File: src/rtl/dm_access_ctrl.sv
// Data-memory load/store access controller: builds BRAM byte-enables and write data, flags address
// exceptions, and extends/holds the synchronous BRAM read result for one outstanding load.
module dm_access_ctrl #(
  parameter int unsigned DM_BYTES = 8192
) (
  input  logic        clk,
  input  logic        reset,
  input  logic        req_valid,
  input  logic        req_we,
  input  logic [1:0]  req_type,
  input  logic        req_unsigned,
  input  logic [31:0] req_addr,
  input  logic [31:0] req_wdata,
  input  logic        stall,
  output logic        dm_we,
  output logic [3:0]  dm_be,
  output logic [31:0] dm_addr,
  output logic [31:0] dm_wd,
  input  logic [31:0] dm_rd,
  output logic        rsp_valid,
  output logic [31:0] rsp_rdata,
  output logic        exc_adel,
  output logic        exc_ades
);

  typedef enum logic [1:0] {StIdle, StResp, StHold} state_e;

  state_e      state_q, state_d;
  logic [1:0]  type_q, type_d;
  logic        uns_q, uns_d;
  logic [1:0]  off_q, off_d;
  logic [31:0] hold_q, hold_d;

  logic        misaligned, out_of_range, addr_bad;
  logic        load_accept;
  logic [3:0]  be_raw;
  logic [31:0] wd_raw;
  logic [15:0] half_sel;
  logic [7:0]  byte_sel;
  logic [31:0] ext_rdata;

  // Request side: purely combinational, everything forced to zero without a valid request.
  always_comb begin
    misaligned   = (req_type == 2'b01 && req_addr[0]) ||
                   (req_type == 2'b00 && req_addr[1:0] != 2'b00) ||
                   (req_type == 2'b11);
    out_of_range = req_addr >= 32'(DM_BYTES);
    addr_bad     = misaligned || out_of_range;

    be_raw = 4'b0000;
    wd_raw = 32'h0;
    case (req_type)
      2'b00: begin
        be_raw = 4'b1111;
        wd_raw = req_wdata;
      end
      2'b01: begin
        be_raw = req_addr[1] ? 4'b1100 : 4'b0011;
        wd_raw = {2{req_wdata[15:0]}};
      end
      2'b10: begin
        be_raw = 4'b0001 << req_addr[1:0];
        wd_raw = {4{req_wdata[7:0]}};
      end
      default: ;
    endcase

    exc_adel    = req_valid && !req_we && addr_bad;
    exc_ades    = req_valid && req_we && addr_bad;
    dm_we       = req_valid && req_we && !exc_ades && !stall;
    dm_be       = req_valid ? be_raw : 4'b0000;
    dm_wd       = req_valid ? wd_raw : 32'h0;
    dm_addr     = req_valid ? {req_addr[31:2], 2'b00} : 32'h0;
    load_accept = req_valid && !req_we && !exc_adel && !stall;
  end

  // Extend the BRAM word using the attributes of the load that issued it.
  always_comb begin
    half_sel = off_q[1] ? dm_rd[31:16] : dm_rd[15:0];
    case (off_q)
      2'b00:   byte_sel = dm_rd[7:0];
      2'b01:   byte_sel = dm_rd[15:8];
      2'b10:   byte_sel = dm_rd[23:16];
      default: byte_sel = dm_rd[31:24];
    endcase
    case (type_q)
      2'b00:   ext_rdata = dm_rd;
      2'b01:   ext_rdata = uns_q ? {16'h0, half_sel} : {{16{half_sel[15]}}, half_sel};
      2'b10:   ext_rdata = uns_q ? {24'h0, byte_sel} : {{24{byte_sel[7]}}, byte_sel};
      default: ext_rdata = 32'h0;
    endcase
  end

  always_ff @(posedge clk or negedge reset) begin
    if (!reset) begin
      state_q <= StIdle;
      type_q  <= 2'b00;
      uns_q   <= 1'b0;
      off_q   <= 2'b00;
      hold_q  <= 32'h0;
    end else begin
      state_q <= state_d;
      type_q  <= type_d;
      uns_q   <= uns_d;
      off_q   <= off_d;
      hold_q  <= hold_d;
    end
  end

  always_comb begin
    state_d = state_q;
    type_d  = type_q;
    uns_d   = uns_q;
    off_d   = off_q;
    hold_d  = hold_q;
    if (load_accept) begin
      type_d = req_type;
      uns_d  = req_unsigned;
      off_d  = req_addr[1:0];
    end
    unique case (state_q)
      StIdle: if (load_accept) state_d = StResp;
      StResp: begin
        if (stall) begin
          // dm_rd is only valid for this one cycle, so freeze the extended word now.
          hold_d  = ext_rdata;
          state_d = StHold;
        end else begin
          state_d = load_accept ? StResp : StIdle;
        end
      end
      StHold: if (!stall) state_d = load_accept ? StResp : StIdle;
      default: state_d = StIdle;
    endcase
  end

  always_comb begin
    rsp_valid = 1'b0;
    rsp_rdata = 32'h0;
    unique case (state_q)
      StResp: begin
        rsp_valid = 1'b1;
        rsp_rdata = ext_rdata;
      end
      StHold: begin
        rsp_valid = 1'b1;
        rsp_rdata = hold_q;
      end
      default: ;
    endcase
  end

endmodule

File: config.mk
export PLATFORM = sky130hd
export DESIGN_NAME = dm_access_ctrl
export DESIGN_NICKNAME = d
export VERILOG_FILES = /design/src/rtl/dm_access_ctrl.sv
export SDC_FILE = /design/constraint.sdc
export NUM_CORES = 1
export LEC_CHECK = 0
export CORE_AREA = 2 2 103 125
export DETAILED_ROUTE_END_ITERATION = 12
export DIE_AREA = 0 0 105 127
export PLACE_DENSITY = 0.65
export SYNTH_ARGS = -nofsm -noshare
export SYNTH_HDL_FRONTEND = slang
export SYNTH_SLANG_ARGS = --single-unit
File: constraint.sdc
create_clock -name clk -period 2.9 [get_ports clk]
set_clock_uncertainty 0.05 [all_clocks]
set_input_delay 0.58 -clock clk [delete_from_list [all_inputs] [get_ports clk]]
set_output_delay 0.58 -clock clk [all_outputs]
set_load 0.03 [all_outputs]
**Yosys cells after proc, flatten, opt, wreduce, memory -nomap -nowiden**

Cells that the tools add are included.

- $lt $le $gt $ge: 1
- Eq/ne operators: 11
- Shift operators: 1
- Mux-type cells: 18
- Reductions and logical operators: 25

Operators with widths:

| cell | number |
|---|---|
| 32-bit case mux with 3 select lines | 2 |
| 32-bit 2-to-1 mux | 4 |
| 32-bit case mux with 2 select lines | 1 |
| 32-bit by 14-bit >= comparator with 1-bit output (second input constant) | 1 |
| 8-bit case mux with 3 select lines | 1 |
| 16-bit 2-to-1 mux | 1 |
| 4-bit case mux with 3 select lines | 1 |
| 2-bit == test (second input constant) | 5 |
| 1-bit logical AND | 10 |
| 2-bit by 1-bit == test with 1-bit output (second input constant) | 4 |
| 2-bit zero test | 4 |
| 4-bit 2-to-1 mux | 2 |
| 2-bit 2-to-1 mux | 3 |
| 2-bit case mux with 3 select lines | 1 |
| 1-bit zero test | 4 |
| 2-bit inequality test (second input constant) | 2 |
| 2-bit AND reduction | 2 |
| 1-bit by 2-bit << shifter with 4-bit output (first input constant) | 1 |
| 1-bit logical OR | 3 |
| 1-bit 2-to-1 mux | 2 |
| 2-bit nonzero test | 1 |
| 2-bit OR reduction | 1 |

- Register bits: 39
- Bits of input ports: 104
- Output and inout bits: 104
- Word-level logic and storage cells: 61

**Depth between registers and ports, before layout**

Gate-level depths: netlist (run 1).

- Depth in word-level cells: 12
- Mapped depth: 8
- Depth with buffers taken out: 6

**Least setup slack after synthesis (run 1)**

Ideal clock, no wire load.

- Path type: reg-to-output
- Start point: reg state_q[1]
- End point: out rsp_rdata[0]
- Arrival time: 2.217 ns
- Path slack: 0.053 ns
- Cell stages (with the launch flop): 9
- Cells stage by stage: dfrtp_1 inv_1 ha_1 clkbuf_1 and2_1 clkbuf_1 clkbuf_1 nand2_1 o21ai_0

- Longest elaborated chain between the ends: 2

Ends and longest elaborated chain:

| what | line | text |
|---|---|---|
| start, declared | 28 | `state_e state_q, state_d;` |
| start signal, assigned | 96 | `state_q <= StIdle;` |
| start signal, assigned | 102 | `state_q <= state_d;` |
| 2-bit == test / 2-bit by 1-bit == test with 1-bit output (equally long branches) | 140 | `unique case (state_q)` |
| 32-bit case mux with 2 select lines * | 140 |  |
| end, declared | 21 | `output logic [31:0] rsp_rdata,` |

Every way passes the cells marked *; elsewhere a longest branch is shown, timed or not.

**Worst setup path after layout (run 1)**

- Start point: in dm_rd[23]
- End point: out rsp_rdata[13]

- Longest elaborated chain between the ends: 4

Ends and longest elaborated chain:

| what | line | text |
|---|---|---|
| start, declared | 19 | `input logic [31:0] dm_rd,` |
| 8-bit case mux with 3 select lines | 80 | `case (off_q)` |
| 32-bit 2-to-1 mux | 89 | `2'b10: ext_rdata = uns_q ? {24'h0, byte_sel} : {{24{byte_sel[7]}}, byte_sel};` |
| 32-bit case mux with 3 select lines | 86 | `case (type_q)` |
| 32-bit case mux with 2 select lines | 140 |  |

No other way between the ends.

==> out/metrics.cfg, run 1 <==
[global_route]
antenna_found_initial = 0
grt_pass1_wl_um = 23720
grt_util_met1_pct = 26.57
first_global_vias = 4464
use_met3_pct = 6.224
gr-total-overflow = 0
grt_max_degree = 63
track_usage_pct = 22.30
grt_busiest_layer = met2
globalRouteMet2Util_pct = 39.00

[timing]
slew_headroom_pct = 39.67
max_freq_ghz = 0.3514
min_period_ns = 2.846
timing.final.crit_share_pct = 98.14
worst_slack_ns = 0.05401
finalSetupViolations = 0
worst_slew_pin_slew_ns = 0.9050
rsz0062_at_grt = yes
slew_viol_final = 0
final-hold-violation-count = 0

[floorplanning]
start_util_pct = 29.99
die_x_um = 105
io_pins = 208
die-area_um2 = 13340
core_um2 = 12000
core.rowCount = 44
die_y_um = 127

[cts]
clock_latency_ns = 0.28
cts_max_path_buffers = 2
cts_sinks = 39
clk_pin_slew_ns = 0.06
htree_levels = 2
root_buffer = clkbuf_16
numCtsBuffers = 5
hold_buffers = 0
cts_tree = built

[logic_synthesis]
netlist_area_um2 = 3600
ys_async_sr_fraction_pct = 100.0
ys_ff_latch = 39
synth-edff-count = 0
syn_avg_cell_area_um2 = 7.578
ys_types = 46
seq_area_frac_synth_pct = 27.11
netlist_instances = 475
synthFlopType = dfrtp_1
yosysWarnings = 0

[final_layout]
final_cells = 861
nets = 807
drive_gt1_share_pct = 26.43
syn2layout_area_growth_pct = 69.83
finalCoreUtilization_pct = 50.94
final_area_um2 = 6113
diodes = 0

[pwr]
pwr_density_cell_nw_per_um2 = 278.8
leakage_uw = 0.002848
vdd_drop_max_mv = 0.2120
totalPowerFinal_uw = 1704

[route]
drc_errors = 0
routed_wl_um = 15270
wl_per_cell_um = 17.73
vias_per_cell = 5.189
vias = 4468
drtPass1Iterations = 5
ant_nets = 0
drt-initial-drc-count = 226

[placement]
numPlacedInstances = 850
dp_slack_ns = -0.1988
portBuffers = 205
placed_area_um2 = 5883
globalplace.congestion = 0.8910
dp_hpwl_um = 12280

[setup_path]
cp-start-kind = input pin
crit_path_max_fanout = 5
crit_required_ns = 2.27
critPathKind = in2out
arrival_ns = 2.22
end_kind = output port

[run_status]
status = completed

[flow_run]
maxCapViolations = 0

[worst_hold_path]
hold_path_class = in2async

-- critical path, cell delays in order --
cell	delay, ns
clkdlybuf4s50_1	0.52
mux2i_2	0.10
buf_4	0.17
o22ai_4	0.22
buf_4	0.16
o2bb2a_4	0.15
o21ai_0	0.13
buf_4	0.18
-- registers in the layout, indices dropped and copies added, names as in the netlist --
name / cells
type_q: 2
hold_q: 32
off_q: 2
uns_q: 1
state_q: 2
-- placed cells by master (no fill, tap or decap), types with 6 or more instances in the layout --
cell / instances
buf_12: 8
a21oi_1: 44
a22o_1: 16
and2_1: 57
buf_4: 139
nor2_1: 33
o31ai_1: 6
mux2i_1: 29
clkdlybuf4s50_1: 102
nand2b_1: 11
nand2_1: 77
a21boi_0: 9
o21ai_0: 39
a221oi_1: 6
o21ai_1: 6
dfrtp_1: 39
-- through the flow --
stage,setup TNS [ns],hold slack (ns)
finish,0,0.3695
global route,-0.02943,0.4542
CTS,0,0.4199
detailed placement,-0.5642,0.4202
global placement,-0.3681,0.4116
floorplan,0,0.2344
-- repair_timing --
item / CTS / global route
setup endpoints to repair: 7 / 31
gates resized for setup: 4 / 10
pin swaps: 0 / 2
cloned: 1 / 0
buffers inserted: 1 / 1
-- per-layer routing --
metal | share of wire [%] | vias to the layer above
met5 | 0 | -
met4 | 2.5 | 0
met3 | 9.4 | 26
met2 | 50 | 235
met1 | 38 | 2093
li1 | - | 2114
-- area by class of cell --
type | count | area [um^2]
Fill cell | 1179 | 5888
Multi-Input combinational cell | 395 | 2494
Timing Repair Buffer | 254 | 2271
Sequential cell | 39 | 975.9
Tap cell | 161 | 201.4
Clock buffer | 8 | 156.4
Inverter | 4 | 15.01
-- cell usage after synthesis (4+ instances only) --
| master | instances | area share (%) |
|---|---|---|
| a22o_1 | 16 | 3.9 |
| nor2b_1 | 5 | 0.87 |
| dfrtp_1 | 39 | 27 |
| a21boi_0 | 10 | 2.1 |
| o31ai_1 | 6 | 1.3 |
| nand2b_1 | 11 | 1.9 |
| nor4_1 | 6 | 1.0 |
| o21ai_1 | 6 | 0.83 |
| nor2_1 | 34 | 3.5 |
| and2_1 | 57 | 9.9 |
| inv_1 | 4 | 0.42 |
| nand2_1 | 77 | 8.0 |
| buf_2 | 7 | 0.97 |
| a221oi_1 | 6 | 1.5 |
| a21oi_1 | 45 | 6.3 |
| mux2_2 | 5 | 1.6 |
| mux2i_1 | 31 | 8.6 |
| clkbuf_1 | 28 | 2.9 |
| o21a_1 | 5 | 1.0 |
| ha_1 | 4 | 1.4 |
| o21ai_0 | 39 | 5.4 |
-- power by group --
| part | leakage (uW) | internal (uW) | total [uW] | switching, uW |
|---|---|---|---|---|
| logic | 0.00223 | 280 | 564 | 284 |
| clock network | 0.0000772 | 367 | 596 | 229 |
| registers | 0.000545 | 544 | 544 | 0.0356 |
| total | 0.00285 | 1190 | 1700 | 514 |
-- logic make-up after synthesis --
group           after synthesis  share of synthesized area (%)
buf+inv                      43                          5.248
mux                          37                          10.81
fa+ha+maj                     4                          1.390
flops                        39                          27.11
simple gates                202                          27.95
other cells                   1                         0.1042
compound gates              149                          27.39
-- worst paths after layout --
| kind | startpoint | endpoint | slack [ns] | cells after the start |
|---|---|---|---|---|
| max in group asynchronous | reset | hold_q[27]$_DFFE_PN0P_ | 1.85 | 1 |
| worst min-delay path | reset | hold_q[3]$_DFFE_PN0P_ | 0.37 | 1 |
| min in group clk | hold_q[3]$_DFFE_PN0P_ | hold_q[3]$_DFFE_PN0P_ | 0.43 | 2 |
| worst max register to register | state_q[1]$_DFFE_PN0P_ | hold_q[7]$_DFFE_PN0P_ | 1.03 | 6 |
| worst min register to register | hold_q[3]$_DFFE_PN0P_ | hold_q[3]$_DFFE_PN0P_ | 0.43 | 2 |
| worst max-delay path | dm_rd[23] | rsp_rdata[13] | 0.05 | 8 |
(Power assumes the default switching activity.)
==> run 2, diff against run 1 <==
--- a/config.mk
+++ b/config.mk
@@ -8,6 +8,7 @@
 export CORE_AREA = 2 2 103 125
 export DETAILED_ROUTE_END_ITERATION = 12
 export DIE_AREA = 0 0 105 127
+export GPL_ROUTABILITY_DRIVEN = 0
 export PLACE_DENSITY = 0.65
 export SYNTH_ARGS = -nofsm -noshare
 export SYNTH_HDL_FRONTEND = slang
==> out/metrics.cfg, run 2 (synthesis gave the netlist of run 1 again) <==
[global_route]
grt_max_degree = 63
grt_pass1_wl_um = 23390
first_global_vias = 4511
track_usage_pct = 22.04
gr-total-overflow = 0
antenna_found_initial = 2

[route]
drtPass1Iterations = 4
routed_wl_um = 15130
vias_per_cell = 5.152
vias = 4436
ant_nets = 0
wl_per_cell_um = 17.57
drt-initial-drc-count = 215
drc_errors = 0

[cts]
root_buffer = clkbuf_16
clk_pin_slew_ns = 0.06
cts_tree = built
cts_sinks = 39
clock_latency_ns = 0.28
cts_max_path_buffers = 2
numCtsBuffers = 5
hold_buffers = 0
htree_levels = 2

[pwr]
pwr_density_cell_nw_per_um2 = 269.1
vdd_drop_max_mv = 0.1965
leakage_uw = 0.002872

[setup_path]
crit_path_max_fanout = 2
critPathKind = in2out
end_kind = output port
reg2regPathDepth = 7
arrival_ns = 2.20
r2r_start = state_q[0]$_DFFE_PN0P_
crit_required_ns = 2.27
cp_slowest_cell = clkdlybuf4s50_1
worstReg2RegEnd = state_q[0]$_DFFE_PN0P_
cp-start-kind = input pin
crit_family = buffers and inverters
cp_common_cell = buf_4
slowest_delay_ns = 0.44
worstPathCellList = clkdlybuf4s50_1 -> nor4_2 -> buf_4 -> nand3_1 -> buf_4 -> nor4_2 -> buf_4
rrSetupSlack_ns = 1.02
crit_buf_inv = 4

[floorplanning]
die_y_um = 127
core_um2 = 12000
io_pins = 208
core.rowCount = 44
die_x_um = 105
die-area_um2 = 13340
start_util_pct = 29.99

[final_layout]
finalCoreUtilization_pct = 50.74
final_common_cell = buf_4
final_cells = 861
drive_gt1_share_pct = 26.00
nets = 807
diodes = 0
nFillCells = 1181
multi_input_area_um2 = 2467
seq_area_um2 = 975.9
syn2layout_area_growth_pct = 69.17
top_register = hold_q
largest_reg_flops = 32
most-common-layout-cells = buf_4, clkdlybuf4s50_1, nand2_1, and2_1, a21oi_1

[timing]
finalSetupViolations = 0
final-hold-violation-count = 0
slew_viol_final = 0
worst_slew_pin_slew_ns = 0.9418
whs_ns = 0.3906
rsz0062_at_grt = yes
slew_headroom_pct = 37.21
min_period_ns = 2.834
timing.final.crit_share_pct = 97.72
fin_tns_setup_ns = 0
max_freq_ghz = 0.3529

[run_status]
status = completed

[placement]
portBuffers = 205
dp_hpwl_um = 12190
numPlacedInstances = 852

[worst_hold_path]
hold_path_class = in2async

[flow_run]
maxCapViolations = 0

## run 2: changes by cell type in the layout (fill, tap and decap cells not counted), sizes merged
cell,change
clkdlybuf4s50,-4
dlymetal6s2s,+3
buf,+1
clkbuf,-1
clkinv,+1
dlygate4sd2,+1
o22ai,-1
## run 2: timing repair
item,4_1_cts,5_1_grt
gates cloned,0,0
buffers inserted,1,0
pin swaps,4,4
gates resized for setup,4,12
endpoints found under the setup margin,11,29
## run 2: worst max path at each step
stage | start | endpoint | cells past startpoint | slack (ns)
final | req_addr[19] | dm_we | 7 | 0.07
after global routing | req_type[1] | dm_we | 6 | -0.03
after CTS | req_type[1] | dm_we | 6 | 0.01
after detailed placement | dm_rd[23] | rsp_rdata[30] | 7 | -0.24
after global placement | dm_rd[23] | rsp_rdata[30] | 7 | -0.17
after floorplan | state_q[1]$_DFFE_PN0P_ | rsp_rdata[0] | 8 | 0.05
## run 2: stage by stage
step / setup WS (ns) / power (uW) / instance area (um^2)
CTS: 0.01074 / 1650 / 6046
detailed placement: -0.2376 / 1112 / 5886
floorplan: 0.05334 / 785.8 / 3603
global placement: -0.1693 / 1110 / 5886
global route: -0.03048 / 1703 / 6090
finish: 0.06613 / 1639 / 6090
## run 2: cell type report
cell class	count	share of cell area (%)
clock buffer	7	2.178
clock inverter	1	0.08219
inverter	4	0.2466
multi-input combinational	394	40.52
sequential	39	16.03
tap	161	3.308
timing repair buffer	255	37.64
## run 2: per-layer routing
metal | global-route usage, % | vias to the layer above | routed length [um]
met1 | 25.74 | 2069 | 5889
li1 | - | 2100 | -
met4 | 7.843 | 4 | 454
met3 | 5.153 | 34 | 1181
met2 | 39.38 | 229 | 7569
met5 | 0 | - | 29
## run 2: worst reg2reg max path: stages (launching register included)
cell     delay [ns]
dfrtp_1        0.40
inv_1          0.08
ha_1           0.30
buf_4          0.23
o21a_1         0.23
o21a_1         0.17
o41ai_1        0.05
a21bo_2        0.25
## run 2: report_power, final
part | leakage (uW) | switching (uW) | internal [uW]
Clock | 0.0000679 | 215 | 318
Combinational | 0.00226 | 283 | 279
Sequential | 0.000545 | 0.0347 | 544
==> run 3, diff against run 2 <==
==> config.mk (replaced) <==
export PLATFORM = sky130hd
export DESIGN_NAME = dm_access_ctrl
export DESIGN_NICKNAME = d
export VERILOG_FILES = /design/src/rtl/dm_access_ctrl.sv
export SDC_FILE = /design/constraint.sdc
export NUM_CORES = 1
export LEC_CHECK = 0
export CORE_AREA = 2 2 96 117
export CTS_BUF_LIST = sky130_fd_sc_hd__clkbuf_8
export DETAILED_ROUTE_END_ITERATION = 12
export DIE_AREA = 0 0 98 119
export GPL_ROUTABILITY_DRIVEN = 0
export PLACE_DENSITY = 0.73
export SLEW_MARGIN = 10
export SYNTH_ARGS = -nofsm -noshare
export SYNTH_HDL_FRONTEND = slang
export SYNTH_SLANG_ARGS = --single-unit
==> out/metrics.cfg, run 3 (synthesis gave the netlist of run 1 again) <==
[floorplanning]
die-area_um2 = 11660
core.rowCount = 42
die_x_um = 98
io_pins = 208
core_um2 = 10670
die_y_um = 119
start_util_pct = 33.74

[setup_path]
crit_path_max_fanout = 9
arrival_ns = 2.19
critPathKind = in2out
end_kind = output port
cp-start-kind = input pin
reg2regPathDepth = 6
crit_required_ns = 2.27

[final_layout]
top_register = hold_q
finalCoreUtilization_pct = 55.36
syn2layout_area_growth_pct = 64.06
largest_reg_flops = 32
final_common_cell = buf_4
drive_gt1_share_pct = 25.44
nets = 795
most-common-layout-cells = buf_4, clkdlybuf4s50_1, nand2_1, and2_1, a21oi_1

[route]
vias_per_cell = 5.308
vias = 4358
wl_per_cell_um = 17.97
drc_errors = 0
routed_wl_um = 14760
drtPass1Iterations = 5
ant_nets = 0
drt-initial-drc-count = 194

[flow_run]
maxCapViolations = 0

[run_status]
status = completed

[timing]
finalSetupViolations = 0
slew_viol_final = 0
min_period_ns = 2.817
worst_slack_ns = 0.08342
slew_headroom_pct = 38.31
max_freq_ghz = 0.3550
timing.final.crit_share_pct = 97.12
worst_slew_pin_slew_ns = 0.9253
final-hold-violation-count = 0

[placement]
dp_slack_ns = 0.05121
portBuffers = 205
dp_hpwl_um = 11970

[cts]
cts_sinks = 39
cts_tree = built
numCtsBuffers = 5
cts_max_path_buffers = 2
htree_levels = 2
root_buffer = clkbuf_8
clock_latency_ns = 0.29
clk_pin_slew_ns = 0.08

[pwr]
p_int_uw = 1030
switchingPower_uw = 470.0
pwr-share-seq_pct = 36.2
swShare_pct = 31.33
pwr_density_cell_nw_per_um2 = 254.0
p_clk_share_pct = 27.1
combPwrFrac_pct = 36.7
leakage_uw = 0.002761
vdd_drop_max_mv = 0.1480

[worst_hold_path]
hold_path_class = in2async

[global_route]
track_usage_pct = 24.58
antenna_found_initial = 0
first_global_vias = 4532
gr-total-overflow = 0
grt_max_degree = 57
grt_pass1_wl_um = 22890

==> run 3: cell types whose count changed in the layout (fill, tap and decap cells not counted), moves of 4 or more <==
cell,previous run,this run
buf_4,139,131
clkbuf_8,0,7
clkbuf_16,5,0
clkdlybuf4s50_1,98,102
==> run 3: metal layers <==
layer | wire length (um) | global-route usage, % | vias to the layer above | share of wire, %
met5 | 0 | 0 | - | 0
met4 | 284 | 6.337 | 0 | 1.9
met3 | 1416 | 5.751 | 23 | 9.6
met2 | 7631 | 45.03 | 205 | 52
met1 | 5424 | 28.52 | 2042 | 37
li1 | - | - | 2088 | -
==> run 3: what timing repair did <==
action	4_1_cts	5_1_grt
hold buffers	0	0
buffers inserted	0	2
gates resized for setup	0	10
endpoints found under the setup margin	0	25
==> run 3: power by group through the flow <==
stage          sequential (uW)  combinational (uW)  clock (uW)
6_report                   543                 550         406
5_1_grt                    543                 583         433
4_1_cts                    543                 551         415
3_5_place_dp               554                 548           0
3_3_place_gp               554                 545           0
2_1_floorplan              554                 231           0
==> run 3: final timing paths <==
kind | startpoint | endpoint | slack [ns]
worst min register to register | hold_q[8]$_DFFE_PN0P_ | hold_q[8]$_DFFE_PN0P_ | 0.44
worst max-delay path | dm_rd[7] | rsp_rdata[8] | 0.08
worst min-delay path | reset | hold_q[4]$_DFFE_PN0P_ | 0.37
min in group clk | hold_q[8]$_DFFE_PN0P_ | hold_q[8]$_DFFE_PN0P_ | 0.44
worst max register to register | off_q[1]$_DFFE_PN0P_ | hold_q[25]$_DFFE_PN0P_ | 1.04
max in group asynchronous | reset | off_q[0]$_DFFE_PN0P_ | 1.79
==> run 3: critical path: stages <==
cell,delay (ns)
clkdlybuf4s50_1,0.52
mux2i_2,0.12
o22ai_4,0.28
a21oi_1,0.15
o31ai_1,0.26
buf_4,0.16
buf_12,0.11
==> run 3: layout make-up <==
cell class	instances	area (um^2)
Antenna cell	1	2.502
Clock buffer	7	96.34
Clock inverter	1	3.754
Fill cell	971	4762
Inverter	4	15.01
Multi-Input combinational cell	394	2461
Sequential cell	39	979.7
Tap cell	132	165.2
Timing Repair Buffer	243	2182
==> run 3: through the flow <==
step                total power (uW)  instance area, um^2  std cells  hold WS (ns)  setup TNS, ns
CTS                             1509                 5859        818        0.3961              0
detailed placement              1102                 5759        810        0.4176              0
finish                          1500                 5906        821        0.3703              0
floorplan                      785.8                 3603        476        0.2344              0
global route                    1559                 5903        820        0.4366      -0.008376
global placement                1099                 5759        810        0.4103              0
==> patch 1: new RTL, flow settings as in run 3 <==
Change the parameter `DM_BYTES` from 8192 to 6144.
--- a/src/rtl/dm_access_ctrl.sv
+++ b/src/rtl/dm_access_ctrl.sv
@@ -1,7 +1,7 @@
 // Data-memory load/store access controller: builds BRAM byte-enables and write data, flags address
 // exceptions, and extends/holds the synchronous BRAM read result for one outstanding load.
 module dm_access_ctrl #(
-  parameter int unsigned DM_BYTES = 8192
+  parameter int unsigned DM_BYTES = 6144
 ) (
   input  logic        clk,
   input  logic        reset,
Check against the original RTL: not equivalent (Yosys sat finds a counterexample within 4 cycles, from zero or initial values and one cycle with reset low).
==> patch 1 against run 3 <==
  * Sequential cell count stayed put
  * Cell area is 9.2% higher
  * Synthesized cell count is 7.8% higher
  * Core utilization is 5.1 points higher
  * Sequential power hardly changed
  * Count of clock-buffer cells in the layout is 2 lower
  * Sequential share of layout area is 1.4 points lower
  * Setup slack worse by 0.060 ns
  * Total power is 4.5% higher
  * Wire length is 11% higher
  * Die area stayed put
  * Synthesized area is 6.0% higher
  * Critical endpoint is now exc_adel
  * Largest power group unchanged
==> patch 1: results (changes against run 3) <==
The clock power share came out at 29.7% (+2.6 points). The CTS buffer count is 5 (unchanged). The number of filler cells placed in the layout is 948 (-2.4%). The combinational cell power came out at 560 µW (+2%).

The maximum resistive drop on vdd came out at 0.199 mV (+35%). The number of distinct library cells after synthesis came out at 44 (-4.3%). The via count of the first global-routing pass came to 4832 (+6.6%). The wire length of the first global-routing pass was 25000 µm (+9.3%).

The mean post-synth cell area is 7.46 µm² (-1.6%). The worst-case setup slack after placement came to -0.255 ns (-0.307 ns). The count of buffers inserted at the top-level ports came out at 205 (unchanged). The hold violation count in the final report came out at 0 (unchanged). The overall routed net length came to 16400 µm (+11%). The average wire length per cell after detail routing came out at 18.9 µm (+5.1%). The startpoint identified for the worst register-to-register timing path is state_q[1]. The total grt overflow was 0 (unchanged). The share of post-route cells with drive strength above 1 came out at 27.7% (+2.2 points).

The internal power contribution was 1080 µW (+4.4%). The warning count from the yosys run was 0 (unchanged). Clock tree synthesis selected as its root buffer the cell sky130_fd_sc_hd__clkbuf_8.

The detailed-routing iteration count for the pre-antenna-repair pass is 5 (unchanged). The run finished with clean final reports. The total placed instance area was 0.00607 mm² (+5.5%). The endpoint identified for the worst register-to-register timing path is hold_q[5]. The detailed-placement wirelength estimate came to 12500 µm (+4.4%). The maximum clock insertion buffer count came to 2 (unchanged). The total routing usage reported by global routing is 26.7% (+2.1 points). For this run, the leading register cell type out of synthesis is sky130_fd_sc_hd__dfrtp_1.

The number of flip-flops under the largest register name is 32 (unchanged). The setup slack of the most critical reg-to-reg path is 0.78 ns (-0.26 ns). The number of H-tree branching levels came out at 2 (unchanged). The number of antenna violations at the first check in global routing came to 5 (+5). The static power due to leakage was 0.00283 µW (+2.6%). The worst hold slack came out at 0.369 ns (-0.00161 ns). The total non-filler cell area in the finished layout is 0.00645 mm² (+9.2%). The final critical-path setup slack came to 0.0231 ns (-0.0603 ns). The critical path starts at req_type[0]. Ranked by total cell area, the synthesized netlist is headed by sky130_fd_sc_hd__dfrtp_1 26%, sky130_fd_sc_hd__and2_1 10%, sky130_fd_sc_hd__mux2i_1 7.3%. The data arrival time of the worst path came out at 2.25 ns (+0.06 ns). The portion of the post-synthesis area used by sequential elements is 25.6% (-1.5 points). The slew at the pin closest to its max-slew limit is 0.947 ns (+0.0214 ns). The maximum fanout along the worst path is 3 (-6). The ratio of routed vias to standard cells was 5.49 (+3.4%). The first-iteration detailed-routing DRC count came out at 307 (+58%). The final layout net count came to 837 (+5.3%). The most critical setup path has its endpoint at exc_adel. The clock insertion delay at the later pin of the skew report came to 0.29 ns (about the same).

The cell with the largest stage delay on the worst path is sky130_fd_sc_hd__clkdlybuf4s50_1. The pin count of the biggest net entering global routing was 48 (-16%). The post-placement cell count came out at 847 (+4.6%). The largest stage delay on the critical path came out at 0.50 ns (-0.02 ns). Ranked by instance count, the synthesized netlist is headed by 62 x sky130_fd_sc_hd__and2_1, 47 x sky130_fd_sc_hd__nor2_1, 46 x sky130_fd_sc_hd__a21oi_1, 43 x sky130_fd_sc_hd__o21ai_0, 40 x sky130_fd_sc_hd__nand2_1. The relative contribution of combinational cells to total power was 35.7% (-1.0 points).
patch 1: changes by cell type after synthesis, moves of 11 or more:
cell,run 3,this run
sky130_fd_sc_hd__clkbuf_1,28,39
sky130_fd_sc_hd__a2111oi_0,0,12
sky130_fd_sc_hd__a21boi_0,10,33
sky130_fd_sc_hd__nand2_1,77,40
sky130_fd_sc_hd__nand3_1,2,13
sky130_fd_sc_hd__nor2_1,34,47
sky130_fd_sc_hd__a22o_1,16,0
sky130_fd_sc_hd__a22oi_1,0,17
sky130_fd_sc_hd__inv_1,4,15
patch 1: per-layer routing:
metal	track usage, %	wire, µm	share of wire [%]
met1	30.9	5980	37
met4	8.59	444	2.7
met3	6.98	1640	10
met5	0	24	0.15
met2	47.6	8270	51
patch 1: area by class of cell:
type | count | area share (%)
sequential | 39 | 15.2
clock inverter | 3 | 0.679
timing repair buffer | 254 | 36.9
inverter | 15 | 0.873
multi-input combinational | 414 | 42.6
clock buffer | 5 | 1.07
antenna | 4 | 0.155
tap | 132 | 2.56
patch 1: logic make-up (layout without fill, tap and decap cells):
| logic type | count (synthesis) | count (layout) | share of synthesized area [%] |
|---|---|---|---|
| buf+inv | 61 | 277 | 6.46 |
| fa+ha+maj | 4 | 4 | 1.31 |
| simple gates | 193 | 193 | 26.4 |
| other cells | 1 | 6 | 0.0982 |
| compound gates | 181 | 182 | 31.1 |
| flops | 39 | 39 | 25.6 |
| mux | 33 | 33 | 9.11 |
patch 1: what timing repair did:
action	CTS	global route
endpoints found under the setup margin	34	51
gates cloned	1	1
hold endpoints to repair	0	0
pin swaps	4	2
setup buffers	2	3
gates resized for setup	24	36
patch 1: critical path: cells and delay by family:
kind | cells | cell delay (ns)
and+or+nand+nor | 3 | 0.39
buffers and inverters | 2 | 0.84
AOI/OAI and AO/OA | 1 | 0.44
==> patch 2: new RTL, settings of run 3 <==
Without the edit above. The 3 states of `state_e` get a one-hot encoding in 3 bits.
--- a/src/rtl/dm_access_ctrl.sv
+++ b/src/rtl/dm_access_ctrl.sv
@@ -23,7 +23,7 @@
   output logic        exc_ades
 );
 
-  typedef enum logic [1:0] {StIdle, StResp, StHold} state_e;
+  typedef enum logic [2:0] {StIdle = 3'b001, StResp = 3'b010, StHold = 3'b100} state_e;
 
   state_e      state_q, state_d;
   logic [1:0]  type_q, type_d;
Check against the original RTL: same outputs for any inputs over 10 cycles, from zero or initial values and one cycle with reset low; not proved beyond that.
==> patch 2 against run 3 <==
  * Wire length down 13%
  * Sequential cell count up 1
  * Setup slack worse by 0.046 ns
  * Synthesized cell count down 12%
  * Critical path depth unchanged
  * Total power up 7.7%
  * Worst hold slack worse by 0.012 ns
  * Synthesized area down 4.3%
  * Cell area down 1.4%
==> patch 2: results (changes against run 3) <==
The multi-input gate count came out at 342 (-13%). The number of non-clock inverters came out at 3 (-1). The filler-free cell count of the finished design was 760 (-7.4%). The multi-input logic portion of the cell area is 40.5% (-1.1 points).

The maximum operating frequency is 349 MHz (-1.6%). The worst-case setup slack after placement came to -0.197 ns (-0.248 ns). The clock net sink count is 40 (+2.6%). In this run the critical register-to-register path is launched from off_q[0]. The number of filler cells placed in the layout came out at 976 (+0.51%). The total placed instance area is 0.00555 mm² (-3.6%). The mean post-synth cell area came out at 8.26 µm² (+9.0%). The number of distinct library cells after synthesis is 47 (+2.2%). The wire length of the first global-routing pass came to 20200 µm (-12%). The static power due to leakage came to 0.00269 µW (-2.6%). The ratio of routed vias to standard cells was 5.27 (-0.77%).

Sorting the synthesized cells by area gives the leading types as sky130_fd_sc_hd__dfrtp_1 28%, sky130_fd_sc_hd__and2_1 9.8%, sky130_fd_sc_hd__a221o_1 7.0%. The fraction of cell area in non-clock buffers was 37.3% (+0.30 points). The maximum fanout along the worst path came out at 8 (-1).

The synthesized-area fraction occupied by adder cells is 0% (-1.4 points). The multiplexer share of the synthesized area came to 13.2% (+2.4 points). The flip-flop and latch share of the layout cell area came out at 17.3% (+0.70 points). The area fraction in compound gates after synthesis came out at 24.3% (-3.1 points). The setup slack of the most critical reg-to-reg path is 0.73 ns (-0.31 ns). The data arrival time of the worst path came out at 2.23 ns (+0.04 ns). The number of antenna violations at the first check in global routing came to 1 (+1). The non-clock buffer count in the final layout came to 234 (-3.7%).

The via count of the first global-routing pass is 4107 (-9.4%). The xor and xnor area share after synthesis came out at 0.254% (+0.25 points). The detailed-placement wirelength estimate is 9960 µm (-17%). The maximum resistive drop on vdd came out at 0.160 mV (+8.1%). The portion of the post-synthesis area used by sequential elements was 29.1% (+2.0 points). The detailed-routing iteration count for the pre-antenna-repair pass is 4 (-1).

The clock network area share was 1.85% (+0.15 points). The overall routed net length is 12800 µm (-13%). The first-iteration detailed-routing DRC count is 286 (+47%). The area growth from synthesis to layout is 69.1%. The run finished with clean final reports. In this run the critical register-to-register path is captured at hold_q[26]. On the critical path, the stage with the largest delay is an instance of sky130_fd_sc_hd__mux4_2. The post-placement cell count was 746 (-7.9%).
## patch 2: layer usage
layer / track usage [%] / vias up / wire (µm)
met4: 3.99 / 0 / 176
li1: - / 1918 / -
met3: 4.81 / 12 / 1030
met1: 24.5 / 1897 / 4810
met5: 0 / - / 0
met2: 39.5 / 176 / 6750
## patch 2: worst max path at each step
stage | start | endpoint | depth (start not counted)
after floorplan | req_addr[28] | dm_we | 4
after global placement | req_addr[29] | dm_we | 8
after detailed placement | dm_rd[31] | rsp_rdata[22] | 6
after CTS | req_addr[29] | dm_we | 8
after global routing | dm_rd[23] | rsp_rdata[26] | 6
final | dm_rd[23] | rsp_rdata[15] | 7
## patch 2: what timing repair did
item	4_1_cts	5_1_grt
resized for setup	18	27
pin swaps	6	7
hold buffers	0	0
hold endpoints to repair	0	0
gates cloned	1	0
setup endpoints to repair	57	29
setup buffers	2	2
## patch 2: report_power, final
group	internal [µW]	switching (µW)
sequential	580	14.1
combinational	283	296
clock	252	191
